[src/rtl/scpu_pkg.sv]
// Shared constants and helpers for the 8-bit pipelined core's
// hazard detection and forwarding logic.
package scpu_pkg;

  localparam int FWD_RF   = 0;
  localparam int LAT_ALU  = 1;
  localparam int LAT_LOAD = 2;

  function automatic int ra_w(input int nreg);
    return (nreg > 1) ? $clog2(nreg) : 1;
  endfunction

endpackage

[src/rtl/scpu_fwd_match.sv]
// Per-source scoreboard match: youngest matching writer wins,
// then a ready check decides between forwarding and stalling.
module scpu_fwd_match
  import scpu_pkg::*;
#(
  parameter int DATA_W = 8,
  parameter int RA_W   = 2,
  parameter int DEPTH  = 3,
  parameter int FWD_EN = 1,
  localparam int SEL_W = $clog2(DEPTH + 1)
) (
  input  logic                    used,
  input  logic [RA_W-1:0]         rs,
  input  logic [DEPTH-1:0]        ent_v,
  input  logic [DEPTH*RA_W-1:0]   ent_rd,
  input  logic [DEPTH-1:0]        ent_load,
  input  logic [DEPTH*DATA_W-1:0] fwd_data,
  output logic                    hazard,
  output logic [SEL_W-1:0]        sel,
  output logic [DATA_W-1:0]       val
);

  logic hit;
  logic hit_load;
  int   idx;

  always_comb begin
    hazard   = 1'b0;
    sel      = SEL_W'(FWD_RF);
    val      = '0;
    hit      = 1'b0;
    hit_load = 1'b0;
    idx      = 0;
    // scan oldest to youngest so the youngest match is the last kept
    for (int i = DEPTH - 1; i >= 0; i--) begin
      if (ent_v[i] && (ent_rd[i*RA_W +: RA_W] == rs)) begin
        hit      = 1'b1;
        hit_load = ent_load[i];
        idx      = i;
      end
    end
    if (used && hit) begin
      if ((FWD_EN != 0) &&
          (idx >= (hit_load ? LAT_LOAD : LAT_ALU))) begin
        sel = SEL_W'(idx + 1);
        val = fwd_data[idx*DATA_W +: DATA_W];
      end else begin
        hazard = 1'b1;
      end
    end
  end

endmodule

[src/rtl/scpu_hazard_unit.sv]
// Scoreboard-based RAW hazard unit: forwarding select, stall,
// branch flush and a saturating stall-cycle counter.
module scpu_hazard_unit
  import scpu_pkg::*;
#(
  parameter int DATA_W = 8,
  parameter int NREG   = 4,
  parameter int DEPTH  = 3,
  parameter int FWD_EN = 1,
  parameter int CNT_W  = 16,
  localparam int RA_W  = ra_w(NREG),
  localparam int SEL_W = $clog2(DEPTH + 1)
) (
  input  logic                    clk,
  input  logic                    rst,
  input  logic                    id_valid,
  input  logic [RA_W-1:0]         id_rs1,
  input  logic [RA_W-1:0]         id_rs2,
  input  logic                    id_use1,
  input  logic                    id_use2,
  input  logic                    id_wr_en,
  input  logic [RA_W-1:0]         id_rd,
  input  logic                    id_is_load,
  input  logic                    br_taken,
  input  logic [DEPTH*DATA_W-1:0] fwd_data,
  output logic                    stall,
  output logic                    flush,
  output logic [SEL_W-1:0]        fwd_sel1,
  output logic [SEL_W-1:0]        fwd_sel2,
  output logic [DATA_W-1:0]       fwd_val1,
  output logic [DATA_W-1:0]       fwd_val2,
  output logic [CNT_W-1:0]        stall_cnt
);

  logic [DEPTH-1:0]      sb_v;
  logic [DEPTH-1:0]      sb_load;
  logic [DEPTH*RA_W-1:0] sb_rd;
  logic                  haz1;
  logic                  haz2;
  logic                  issue;

  assign stall = id_valid & (haz1 | haz2);
  assign flush = br_taken & ~stall;
  // a flushed branch still issues; only the IF slot is killed
  assign issue = id_valid & ~stall;

  scpu_fwd_match #(
    .DATA_W (DATA_W),
    .RA_W   (RA_W),
    .DEPTH  (DEPTH),
    .FWD_EN (FWD_EN)
  ) u_m1 (
    .used     (id_use1),
    .rs       (id_rs1),
    .ent_v    (sb_v),
    .ent_rd   (sb_rd),
    .ent_load (sb_load),
    .fwd_data (fwd_data),
    .hazard   (haz1),
    .sel      (fwd_sel1),
    .val      (fwd_val1)
  );

  scpu_fwd_match #(
    .DATA_W (DATA_W),
    .RA_W   (RA_W),
    .DEPTH  (DEPTH),
    .FWD_EN (FWD_EN)
  ) u_m2 (
    .used     (id_use2),
    .rs       (id_rs2),
    .ent_v    (sb_v),
    .ent_rd   (sb_rd),
    .ent_load (sb_load),
    .fwd_data (fwd_data),
    .hazard   (haz2),
    .sel      (fwd_sel2),
    .val      (fwd_val2)
  );

  always_ff @(posedge clk) begin
    if (rst) begin
      sb_v    <= '0;
      sb_load <= '0;
      sb_rd   <= '0;
    end else begin
      sb_v    <= {sb_v[DEPTH-2:0], issue & id_wr_en};
      sb_load <= {sb_load[DEPTH-2:0], id_is_load};
      sb_rd   <= {sb_rd[(DEPTH-1)*RA_W-1:0], id_rd};
    end
  end

  always_ff @(posedge clk) begin
    if (rst) begin
      stall_cnt <= '0;
    end else if (stall && (stall_cnt != '1)) begin
      stall_cnt <= stall_cnt + 1'b1;
    end
  end

endmodule
[config.mk]
export PLATFORM = sky130hd
export DESIGN_NAME = scpu_hazard_unit
export DESIGN_NICKNAME = d
export VERILOG_FILES = /design/src/rtl/scpu_pkg.sv /design/src/rtl/scpu_fwd_match.sv /design/src/rtl/scpu_hazard_unit.sv
export SDC_FILE = /design/constraint.sdc
export NUM_CORES = 1
export LEC_CHECK = 0
export BUFFER_PORTS_ARGS = -buffer_cell sky130_fd_sc_hd__buf_2
export CAP_MARGIN = 20
export CORE_MARGIN = 3
export CORE_UTILIZATION = 45
export CTS_CLUSTER_DIAMETER = 150
export DETAILED_ROUTE_END_ITERATION = 7
export PLACE_DENSITY = 0.77
export SLEW_MARGIN = 20
export SYNTH_ARGS = -nofsm -noshare
export SYNTH_HDL_FRONTEND = slang
export SYNTH_SLANG_ARGS = --single-unit
[constraint.sdc]
create_clock -name clk -period 2.86 [get_ports clk]
set_input_delay 0.143 -clock clk [delete_from_list [all_inputs] [get_ports clk]]
set_output_delay 0.143 -clock clk [all_outputs]
set_load 0.01 [all_outputs]
* After elaboration in Yosys (flattened, before gate mapping)
Index checks and enable logic that the tools add are counted.
** Cells by class
- $add $sub $neg :: 3
- Magnitude comparators :: 2
- Equality and inequality tests :: 7
- Shift-type cells :: 2
- Muxes and demuxes :: 32
- Bitwise operators :: 6
- Reduce and logical (&&, ||, !) cells :: 9
** Operator list (number)
- >= comparator 3 x 32 -> 1 bit :: 2
- variable part select 24 x 6 -> 8 bit :: 2
- 2-to-1 mux 8 bit :: 4
- 2-to-1 mux 2 bit :: 12
- adder 16 x 1 -> 16 bit (second input constant) :: 1
- 2-to-1 mux 1 bit :: 16
- inequality test 16 bit (second input constant) :: 1
- equality test 2 bit :: 6
- logical AND 1 bit :: 9
- adder 2 x 1 -> 2 bit (second input constant) :: 2
- bitwise AND 1 bit :: 4
- inverter 1 bit :: 1
- bitwise OR 1 bit :: 1
** Storage, ports and cells
- Register bits :: 28
- Input bits :: 38
- Output and inout port bits :: 38
- Word-level logic and storage cells :: 65

* Longest topological paths before layout
Gate-level depths: netlist of run 1.
- Depth after elaboration :: 14
- Gate-level depth with buffers :: 13
- Depth with buffers taken out :: 12

* Cells and area by module
A second synthesis of run 1 with hierarchy kept.
** Unflattened totals
- Cell total of the unflattened synthesis :: 234
- Area total of the unflattened synthesis :: 2095.8 µm²
** Modules (own cells, without submodules)
- scpu_hazard_unit :: instances 1, cells an instance 126, area each 1202.4 µm²
- scpu_fwd_match :: instances 2, cells an instance 54, area each 446.7 µm²

* Worst setup path before layout of run 1
No wires, ideal clock.
- Kind :: reg2reg
- Start point :: register sb_rd[2]
- End point :: register stall_cnt[8]
- Setup time :: 0.123 ns
- Arrival time :: 2.635 ns
- Data required time :: 2.737 ns
- Setup slack :: 0.101 ns
- Stages on the path, launching flop included :: 12
- Buffers on the path :: 2
- Cell sequence :: dfxtp_1 > xnor2_1 > nand3_1 > nand3b_1 > clkbuf_1 > inv_1 > ha_1 > a21oi_1 > a22oi_4 > buf_6 > nor4_4 > mux2_1
** Between the ends
- Cells in the longest elaborated chain, start to end :: 11
- Elaborated cells on any way between the ends :: 29
** Ends and longest elaborated chain
- start, declared :: line scpu_hazard_unit.sv:37 : logic [DEPTH*RA_W-1:0] sb_rd;
- start signal, assigned :: line scpu_hazard_unit.sv:89 : sb_rd <= {sb_rd[(DEPTH-1)*RA_W-1:0], id_rd};
- equality test 2 bit :: line scpu_fwd_match.sv:36 : if (ent_v[i] && (ent_rd[i*RA_W +: RA_W] == rs)) begin
- logical AND 1 bit :: line scpu_fwd_match.sv:36
- 2-to-1 mux 1 bit (2 in a row) :: line scpu_fwd_match.sv:36
- 2-to-1 mux 2 bit :: line scpu_fwd_match.sv:44 : (idx >= (hit_load ? LAT_LOAD : LAT_ALU))) begin
- >= comparator 3 x 32 -> 1 bit :: line scpu_fwd_match.sv:44
- 2-to-1 mux 1 bit :: line scpu_fwd_match.sv:43 : if ((FWD_EN != 0) &&
- 2-to-1 mux 1 bit :: line scpu_fwd_match.sv:42 : if (used && hit) begin
- bitwise OR 1 bit * :: line scpu_hazard_unit.sv:42 : assign stall = id_valid & (haz1 | haz2);
- bitwise AND 1 bit * :: line scpu_hazard_unit.sv:42
- logical AND 1 bit * :: line scpu_hazard_unit.sv:96 : end else if (stall && (stall_cnt != '1)) begin
- end signal, assigned :: line scpu_hazard_unit.sv:97 : stall_cnt <= stall_cnt + 1'b1;
- end, declared :: line scpu_hazard_unit.sv:32 : output logic [CNT_W-1:0] stall_cnt
Mark *: on every way between the ends. The rest lies on a longest branch, timed or not.
A chain may end at the register's enable or synchronous reset.

* Worst setup path after layout of run 1
- Start point :: register sb_rd[2]
- End point :: register stall_cnt[6]
Same word-level chain as after synthesis.

==> impl_metrics.tcl, run 1 <==
set metrics [dict create \
    num_vias 2050 \
    die-area_sq_um 5360 \
    multi_input_area_sq_um 1530 \
    drc_errors 0 \
    final_cells 369 \
    period_share_pct 95.0 \
    cp_slowest_cell "dfxtp_2" \
    viasPerCell 5.56 \
    nFillCells 347 \
    grt_pass1_vias 1840 \
    synth_top_area_share_pct 27.6 \
    clock_skew_ps 4.37 \
    yosys_warnings 0 \
    drv_cap 0 \
    num_io_pins 76 \
    synth_edf_count 0 \
    finalCriticalPeriod_ps 2720 \
    cts_sinks 28 \
    worstMarginPinSlew_ps 675 \
    fin_area_sq_um 2650 \
    cts.clk_slew.worst_paths_ps 90 \
    total_power_uw 755 \
    synthToLayoutAreaGrowth_pct 30.2 \
    synth_flop_cell "dfxtp_1" \
    critPathArrivalTime_ps 2880 \
    cts_inserted_buffers 3 \
    drt-wirelength-per-cell_um 13.8 \
    r2r_setup_slack_ps 140 \
    r2r-end "stall_cnt[6]$_SDFFE_PP0P_" \
    slew_headroom_pct 54.7 \
    num_rows 23 \
    status "finished, final reports clean" \
    leakagePower_nw 1.10 \
    cts.htree.levels 1 \
    crit_path_start_kind "flip-flop" \
    crit_type "flip-flop to flip-flop" \
    final_common_cell "buf_2" \
    crit_buf_inv 0 \
    coreArea_sq_um 4170 \
    yosysTopAreaCell "dfxtp_1" \
    hpwl_mm 3.78 \
    drt_first_pass_iters 4 \
    ir_worst_vdd_mv 0.311 \
    grt-ovfl-total 0 \
    whs_ps 83.0 \
    fin_setup_tns_ps 0 \
    fmax_ghz 0.368 \
    drv_slew 0 \
    layout-drive-gt1-share_pct 35.4 \
    routed_wl_mm 5.08 \
    cts.path.max_buffers 2 \
    die_h_um 73.2 \
    critPathMaxStageDelay_ps 350 \
    required_ps 3020 \
    hold_class "primary input to flip-flop" \
    powerDensity_nw_per_um2 285 \
    antenna_found_initial 0 \
    cts_tree "built" \
    crit_fanout 7 \
    syn_area_sq_um 2030 \
    place_congestion 0.787 \
    dpl.cell_count 362 \
    critical_path.endpoint "stall_cnt[6]$_SDFFE_PP0P_" \
    worstSetupStartpoint "sb_rd[2]$_SDFF_PP0_" \
    rr_worst_depth 12 \
    synthArstFlopShare_pct 0 \
    grt_start_max_net_pins 36 \
    rr_startpoint "sb_rd[2]$_SDFF_PP0_" \
    finalNetCount 365 \
    avgSynthCellArea_sq_um 8.30 \
    finalHoldViolations 0 \
    crit_family "simple AND/OR/NAND/NOR gates" \
    cts-root-buf "clkbuf_8" \
    initial_utilization_pct 48.7 \
    grt_pass1_wl_mm 8.01 \
    clk_latency_ps 270 \
    syn_inst 245 \
    gr-usage-all-layers_pct 18.3 \
    ant_nets 0 \
    synth_nets 290 \
    final_cell_mix "buf_2 (75), nor2_1 (30), dfxtp_1 (26)" \
    yosysSeqAreaShare_pct 27.6 \
    synthDistinctLibCells 38 \
    endpoint_kind "flip-flop" \
    register_area_sq_um 563 \
    synthTopCellsByArea "dfxtp_1 (28%), mux2i_1 (8.4%), a211oi_1 (5.9%)" \
    initialDrtViolationCount 116 \
    setup_viol 0 \
    ys_ff_latch 28 \
    antenna_cells 0 \
    place_area_sq_um 2450 \
    io_buffers 75 \
    cp_cell_sequence "xnor2_1 > and3_1 > nor2_1 > a22oi_1 > nand2_1 > o21ai_2 > ha_1 > nand2b_1 > a21oi_4 > a22oi_4 > nor4_4 > mux2_1" \
    die_width_um 73.2 \
    path_depth 12 \
]
==> worst min-delay path by stage <==
stage | cells past startpoint | start | to
3_3_place_gp | 2 | id_rd[0] | sb_rd[0]$_SDFF_PP0_
3_5_place_dp | 2 | id_rd[0] | sb_rd[0]$_SDFF_PP0_
4_1_cts | 2 | id_rd[0] | sb_rd[0]$_SDFF_PP0_
5_1_grt | 2 | id_rd[0] | sb_rd[0]$_SDFF_PP0_
2_1_floorplan | 1 | id_is_load | sb_load[0]$_SDFF_PP0_
6_report | 2 | id_rd[0] | sb_rd[0]$_SDFF_PP0_
==> registers in the layout, indices dropped and copies added, names as in the netlist <==
register / cells
stall_cnt: 16
sb_rd: 6
sb_load: 3
sb_v: 3
==> cell type report <==
class | count | share of cell area, %
multi-input combinational | 200 | 57.7
sequential | 28 | 21.3
tap | 50 | 2.36
inverter | 7 | 0.992
clock buffer | 4 | 2.08
timing repair buffer | 80 | 15.6
==> per-stage QoR <==
step	utilization [%]	setup WS, ps
after detailed placement	58.6	-65.4
after floorplan	-	101
after CTS	60.8	12.0
after global routing	63.4	-61.7
final	63.4	142
after global placement	58.6	94.3
==> report_power, final <==
part / leakage (nW) / switching (mW) / internal (mW)
sequential: 0.228 / 0.00721 / 0.397
combinational: 0.846 / 0.0606 / 0.0550
clock: 0.0288 / 0.113 / 0.123
==> cells in the mapped netlist (all sizes together) (8+ instances only) <==
cell type  number
nor2           30
nand2           9
o21ai           8
nand3          13
dfxtp          28
nor2b          19
a211oi         16
a21oi          11
clkbuf          8
xnor2          12
mux2i          17
==> per-layer routing <==
metal	track usage, %	up-vias	wire, um
met5	0	-	0
met3	3.31	6	307
li1	-	1041	-
met2	33.1	65	2480
met1	22.8	938	2240
met4	3.07	0	55
==> logic make-up (layout without fill, tap and decap cells) <==
group,Yosys count,in the layout,synth area share [%]
muxes,23,23,11.7
DFF,28,28,27.6
buffers and inverters,19,91,4.00
AOI/OAI and AO/OA,43,45,15.1
adders and majority gates,7,7,4.31
xor gates and xnor gates,12,12,5.17
and+or+nand+nor,113,113,32.1
==> timing repair <==
| item | in CTS | in global routing |
|---|---|---|
| setup buffers | 0 | 1 |
| hold buffers | 0 | 0 |
| gates cloned | 1 | 1 |
| pin swaps | 1 | 6 |
| setup endpoints to repair | 11 | 35 |
| gates resized for setup | 5 | 19 |
Note: power is estimated with default switching activity, not from simulation.
==> inputs of run 2 (changes only) <==
Settings changed: ABC_AREA set to 1, CORE_UTILIZATION 45 to 46.
==> run 2 against run 1 <==
Design area is 5.9% higher. Register-to-register slack better by 190 ps. Critical path type is now flip-flop to primary output. Utilization is 1.6 points lower. Maximum frequency is 1.7% higher. Sequential power is 1% higher. Largest power group unchanged. Highest routed layer unchanged. Via count is 18% higher.
==> impl_metrics.tcl, run 2 <==
set metrics [dict create \
    num_io_pins 76 \
    antenna_cells 0 \
    grt_pass1_vias 2224 \
    powerDensity_nw_per_um2 267 \
    place_congestion 0.820 \
    dpl.cell_count 490 \
    cts.htree.levels 1 \
    hold_class "primary input to flip-flop" \
    finalHoldViolations 0 \
    initialDrtViolationCount 86 \
    yosys_warnings 0 \
    cts_tree "built" \
    ant_nets 0 \
    clock_skew_ps 9.59 \
    grt-ovfl-total 0 \
    drv_slew 0 \
    cp_cell_sequence "clkinv_1 > a21oi_2 > nand3_4 > nand4_1 > o221ai_1 > o21ai_1 > ha_1 > inv_1 > nand2_1 > a21oi_2 > nand3_2 > nand2_8 > nand2_1 > inv_1 > nor2_1 > buf_2" \
    reg_top3 "stall_cnt x16, sb_rd x6" \
    cts-root-buf "clkbuf_8" \
    cts_hold_repair.buffers 0 \
    synth_edf_count 0 \
    period_share_pct 93.4 \
    final_core_util_pct 61.8 \
    nFillCells 430 \
    synthArstFlopShare_pct 0 \
    slew_headroom_pct 70.0 \
    syn_area_sq_um 2250 \
    viasPerCell 4.87 \
    coreArea_sq_um 4530 \
    critPathMaxStageDelay_ps 320 \
    worstMarginPinSlew_ps 450 \
    final_cell_mix "buf_2 (75), nand2_1 (74), nor2_1 (58)" \
    yosysMostFrequentCell "nand2_1" \
    final_cells 498 \
    yosysTopAreaCell "dfxtp_1" \
    avgSynthCellArea_sq_um 6.29 \
    ir_worst_vdd_mv 0.268 \
    crit_fanout 9 \
    crit_type "flip-flop to primary output" \
    largest_register_ffs 16 \
    leakagePower_nw 1.46 \
    finalNetCount 480 \
    clk_latency_ps 270 \
    finalCriticalPeriod_ps 2670 \
    gr-usage-all-layers_pct 19.2 \
    io_buffers 75 \
    drt-wirelength-per-cell_um 11.2 \
    cp_slowest_cell "dfxtp_1" \
    die-area_sq_um 5770 \
    setup_viol 0 \
    yosysSeqAreaShare_pct 24.9 \
    grt_pass1_wl_mm 9.65 \
    drv_cap 0 \
    num_vias 2423 \
    die_width_um 76.0 \
    initial_utilization_pct 49.7 \
    grt_start_max_net_pins 20 \
    die_h_um 76.0 \
    cts.path.max_buffers 2 \
    final_common_cell "buf_2" \
    syn_inst 358 \
    required_ps 2720 \
    synth_nets 403 \
    synth_commonest_cells "nand2_1 (74), nor2_1 (60), inv_1 (52)" \
    drc_errors 0 \
    fmax_ghz 0.374 \
    hpwl_mm 4.40 \
    regMostFlops "stall_cnt" \
    layout-drive-gt1-share_pct 29.6 \
    critPathArrivalTime_ps 2530 \
    synthToLayoutAreaGrowth_pct 24.4 \
    synthDistinctLibCells 32 \
    ys_ff_latch 28 \
    endpoint_kind "primary output" \
    synthTopCellsByArea "dfxtp_1 (25%), nand2_1 (12%), nor2_1 (10%)" \
    cts_sinks 28 \
    antenna_found_initial 0 \
    cts_inserted_buffers 3 \
    synth_top_area_share_pct 24.9 \
    crit_path_start_kind "flip-flop" \
    cts.clk_slew.worst_paths_ps 90 \
    routed_wl_mm 5.60 \
    status "finished, final reports clean" \
    num_rows 24 \
    synth_flop_cell "dfxtp_1" \
    drt_first_pass_iters 4 \
]
-- run 2: changes by cell type in the layout (fill, tap and decap cells not counted), sizes merged, moves of 14 or more --
cell / before / now
nor2b: 19 / 0
o21ai: 8 / 22
nor2: 30 / 61
inv: 7 / 63
a211oi: 16 / 0
nand2: 9 / 77
-- run 2: final timing paths --
kind	startpoint	cells past startpoint	slack, ps	end
max reg2reg	sb_v[1]$_SDFF_PP0_	17	330	stall_cnt[14]$_SDFFE_PP0P_
min reg2reg	sb_rd[1]$_SDFF_PP0_	2	460	sb_rd[3]$_SDFF_PP0_
min	id_rd[1]	3	80	sb_rd[1]$_SDFF_PP0_
max	sb_v[1]$_SDFF_PP0_	16	190	flush
-- run 2: layout make-up --
cell class / instances / area, sq um / share of cell area, %
Multi-Input combinational cell: 255 / 1440 / 51.5
Inverter: 64 / 240 / 8.57
Tap cell: 65 / 81.3 / 2.90
Clock buffer: 3 / 41.3 / 1.47
Sequential cell: 28 / 563 / 20.1
Timing Repair Buffer: 83 / 435 / 15.5
-- run 2: timing repair --
item / CTS / global route
endpoints found under the setup margin: 0 / 22
setup buffers: 0 / 5
gates resized for setup: 0 / 15
-- run 2: logic make-up after synthesis --
family	after synthesis	synth area share (%)
simple gates	180	36.5
buf+inv	75	13.4
compound gates	47	12.3
flops	28	24.9
mux	14	6.22
xor+xnor	7	2.72
fa+ha+maj	7	3.89
-- run 2: layer usage --
layer	vias up	routed length [um]	share of wire, %	track usage (%)
met3	6	282	5.0	4.14
li1	1288	-	-	-
met2	55	2880	52	36.5
met5	-	0	0	0
met4	0	34	0.61	3.08
met1	1074	2400	43	22.2
-- run 2: worst max-delay path, delay by kind of cell (launching register included) --
kind                     cells  cell delay (ps)
AND/OR/NAND/NOR              7              660
AO/OA/AOI/OAI                4              640
buffers and inverters        4              380
flip-flops                   1              320
adder cells (fa/ha/maj)      1              270
-- run 2: through the flow --
| stage | setup WS [ps] | hold slack (ps) | power, mW | setup TNS, ps | instance area (sq um) |
|---|---|---|---|---|---|
| finish | 188 | 75.7 | 0.750 | 0 | 2800 |
| global route | -23.2 | 81.0 | 0.800 | -25.0 | 2800 |
| CTS | 5.36 | 68.8 | 0.751 | 0 | 2710 |
| detailed placement | 312 | 354 | 0.538 | 0 | 2670 |
| global placement | 418 | 346 | 0.535 | 0 | 2670 |
| floorplan | 431 | 250 | 0.489 | 0 | 2250 |
-- run 2: power breakdown --
group          internal, mW  switching, mW  total (mW)  leakage [nW]
registers             0.400        0.00817       0.408         0.228
clock network        0.0944          0.115       0.210        0.0216
logic                0.0539         0.0784       0.132          1.21
==> inputs of run 3 (changes only) <==
Settings changed: RECOVER_POWER set to 25.
==> run 3 against run 2 <==
Non-clock buffer count is the same. Critical path depth is the same. Final cell count is the same. Count of clock-buffer cells in the layout is the same. Wire length shrank 0.13%. Hold slack is essentially flat. Utilization shrank 0.17 points. Critical path type unchanged. First-iteration DRC count shrank 3.5%.
==> impl_metrics.tcl, run 3 (same netlist as run 2, synthesis figures left out) <==
set metrics [dict create \
    status "finished, final reports clean" \
    drt_first_pass_iters 4 \
    gr-usage-all-layers_pct 19.2 \
    finalCriticalPeriod_ps 2670 \
    dpl.cell_count 490 \
    synthToLayoutAreaGrowth_pct 24.1 \
    num_rows 24 \
    coreArea_sq_um 4530 \
    critPathMaxStageDelay_ps 320 \
    crit_family "simple AND/OR/NAND/NOR gates" \
    critPathArrivalTime_ps 2530 \
    period_share_pct 93.4 \
    final_cells 498 \
    drv_slew 0 \
    ir_worst_vdd_mv 0.266 \
    place_congestion 0.820 \
    grt_pass1_wl_mm 9.65 \
    hold-path-endpoint "sb_rd[1]$_SDFF_PP0_" \
    endpoint_kind "primary output" \
    antenna_cells 0 \
    grt_start_max_net_pins 20 \
    crit_buf_inv 4 \
    grt-ovfl-total 0 \
    leakagePower_nw 1.44 \
    fmax_ghz 0.374 \
    cts.path.max_buffers 2 \
    final_cell_mix "nand2_1 (74), buf_2 (69), nor2_1 (58)" \
    initial_utilization_pct 49.7 \
    hpwl_mm 4.40 \
    drv_cap 0 \
    grt_pass1_vias 2224 \
    antenna_found_initial 0 \
    r2r-end "stall_cnt[14]$_SDFFE_PP0P_" \
    num_vias 2430 \
    cts.clk_slew.worst_paths_ps 90 \
    cts_inserted_buffers 3 \
    die_h_um 76.0 \
    crit_fanout 9 \
    layout-drive-gt1-share_pct 28.2 \
    rr_worst_depth 17 \
    num_io_pins 76 \
    cts.htree.levels 1 \
    r2r_setup_slack_ps 320 \
    initialDrtViolationCount 83 \
    io_buffers 75 \
    rr_startpoint "sb_v[1]$_SDFF_PP0_" \
    cp_cell_sequence "clkinv_1 > a21oi_2 > nand3_4 > nand4_1 > o221ai_1 > o21ai_1 > ha_1 > inv_1 > nand2_1 > a21oi_2 > nand3_2 > nand2_8 > nand2_1 > inv_1 > nor2_1 > buf_2" \
    hp-start "id_rd[1]" \
    viasPerCell 4.88 \
    cts_sinks 28 \
    die-area_sq_um 5770 \
    drt-wirelength-per-cell_um 11.2 \
    finalHoldViolations 0 \
    fin_setup_tns_ps 0 \
    die_width_um 76.0 \
    clk_latency_ps 270 \
    reg_top3 "stall_cnt x16, sb_rd x6" \
    crit_type "flip-flop to primary output" \
    regMostFlops "stall_cnt" \
    largest_register_ffs 16 \
    crit_path_start_kind "flip-flop" \
    ant_nets 0 \
    hold_class "primary input to flip-flop" \
    hold_depth 3 \
    cp_slowest_cell "dfxtp_1" \
    clock_skew_ps 6.91 \
    routed_wl_mm 5.59 \
    setup_viol 0 \
    slew_headroom_pct 52.8 \
    required_ps 2720 \
    cts_tree "built" \
    worstMarginPinSlew_ps 708 \
    cts-root-buf "clkbuf_8" \
    powerDensity_nw_per_um2 268 \
    final_common_cell "nand2_1" \
    drc_errors 0 \
    finalNetCount 480 \
]
-- run 3: cell count changes in the layout (fill, tap and decap cells not counted), sizes merged --
cell / delta
clkbuf: +6
buf: -6
-- run 3: repair_timing --
item	CTS	global route
buffers inserted	0	5
gates resized for setup	0	15
setup endpoints to repair	0	22
hold buffers	0	0
-- run 3: power by group --
group | total (mW) | switching, mW | internal, mW
logic | 0.132 | 0.0784 | 0.0533
clock network | 0.209 | 0.114 | 0.0944
registers | 0.408 | 0.00822 | 0.400
-- run 3: stage by stage --
stage	util [%]	setup WS (ps)	instance area [sq um]	total power [mW]	hold WS, ps
global placement	58.9	418	2670	0.535	346
global route	61.7	-23.2	2800	0.799	81.0
detailed placement	58.9	312	2670	0.538	354
floorplan	-	431	2250	0.489	250
CTS	59.8	5.36	2710	0.751	68.8
finish	61.7	188	2800	0.748	75.9
-- run 3: worst max path at each step --
| stage | cells past startpoint | endpoint | startpoint | slack, ps |
|---|---|---|---|---|
| floorplan | 17 | stall_cnt[4]$_SDFFE_PP0P_ | sb_rd[0]$_SDFF_PP0_ | 430 |
| global placement | 15 | fwd_val1[4] | sb_rd[3]$_SDFF_PP0_ | 420 |
| detailed placement | 13 | fwd_val2[7] | sb_rd[2]$_SDFF_PP0_ | 310 |
| CTS | 15 | fwd_val1[4] | sb_rd[3]$_SDFF_PP0_ | 5 |
| global route | 16 | flush | sb_v[1]$_SDFF_PP0_ | -20 |
| finish | 16 | flush | sb_v[1]$_SDFF_PP0_ | 190 |
-- run 3: per-layer routing --
layer  GRT usage, %  vias up  part of all wire [%]
li1               -     1292                     -
met1           22.2     1079                    43
met2           36.5       53                    51
met3           4.14        6                   4.8
met4           3.08        0                  0.61
met5              0        -                     0
-- run 3: worst reg2reg max path: cells and delay by family (launching register included) --
family,cells,cell delay [ps]
AO/OA/AOI/OAI,4,640
adder cells (fa/ha/maj),1,270
buffers and inverters,3,300
flip-flops,1,320
AND/OR/NAND/NOR,9,960
-- run 3: cell type report --
type                            instances  area [sq um]
Fill cell                             431          1740
Multi-Input combinational cell        255          1440
Sequential cell                        28           563
Timing Repair Buffer                   83           428
Inverter                               64           240
Tap cell                               65          81.3
Clock buffer                            3          41.3
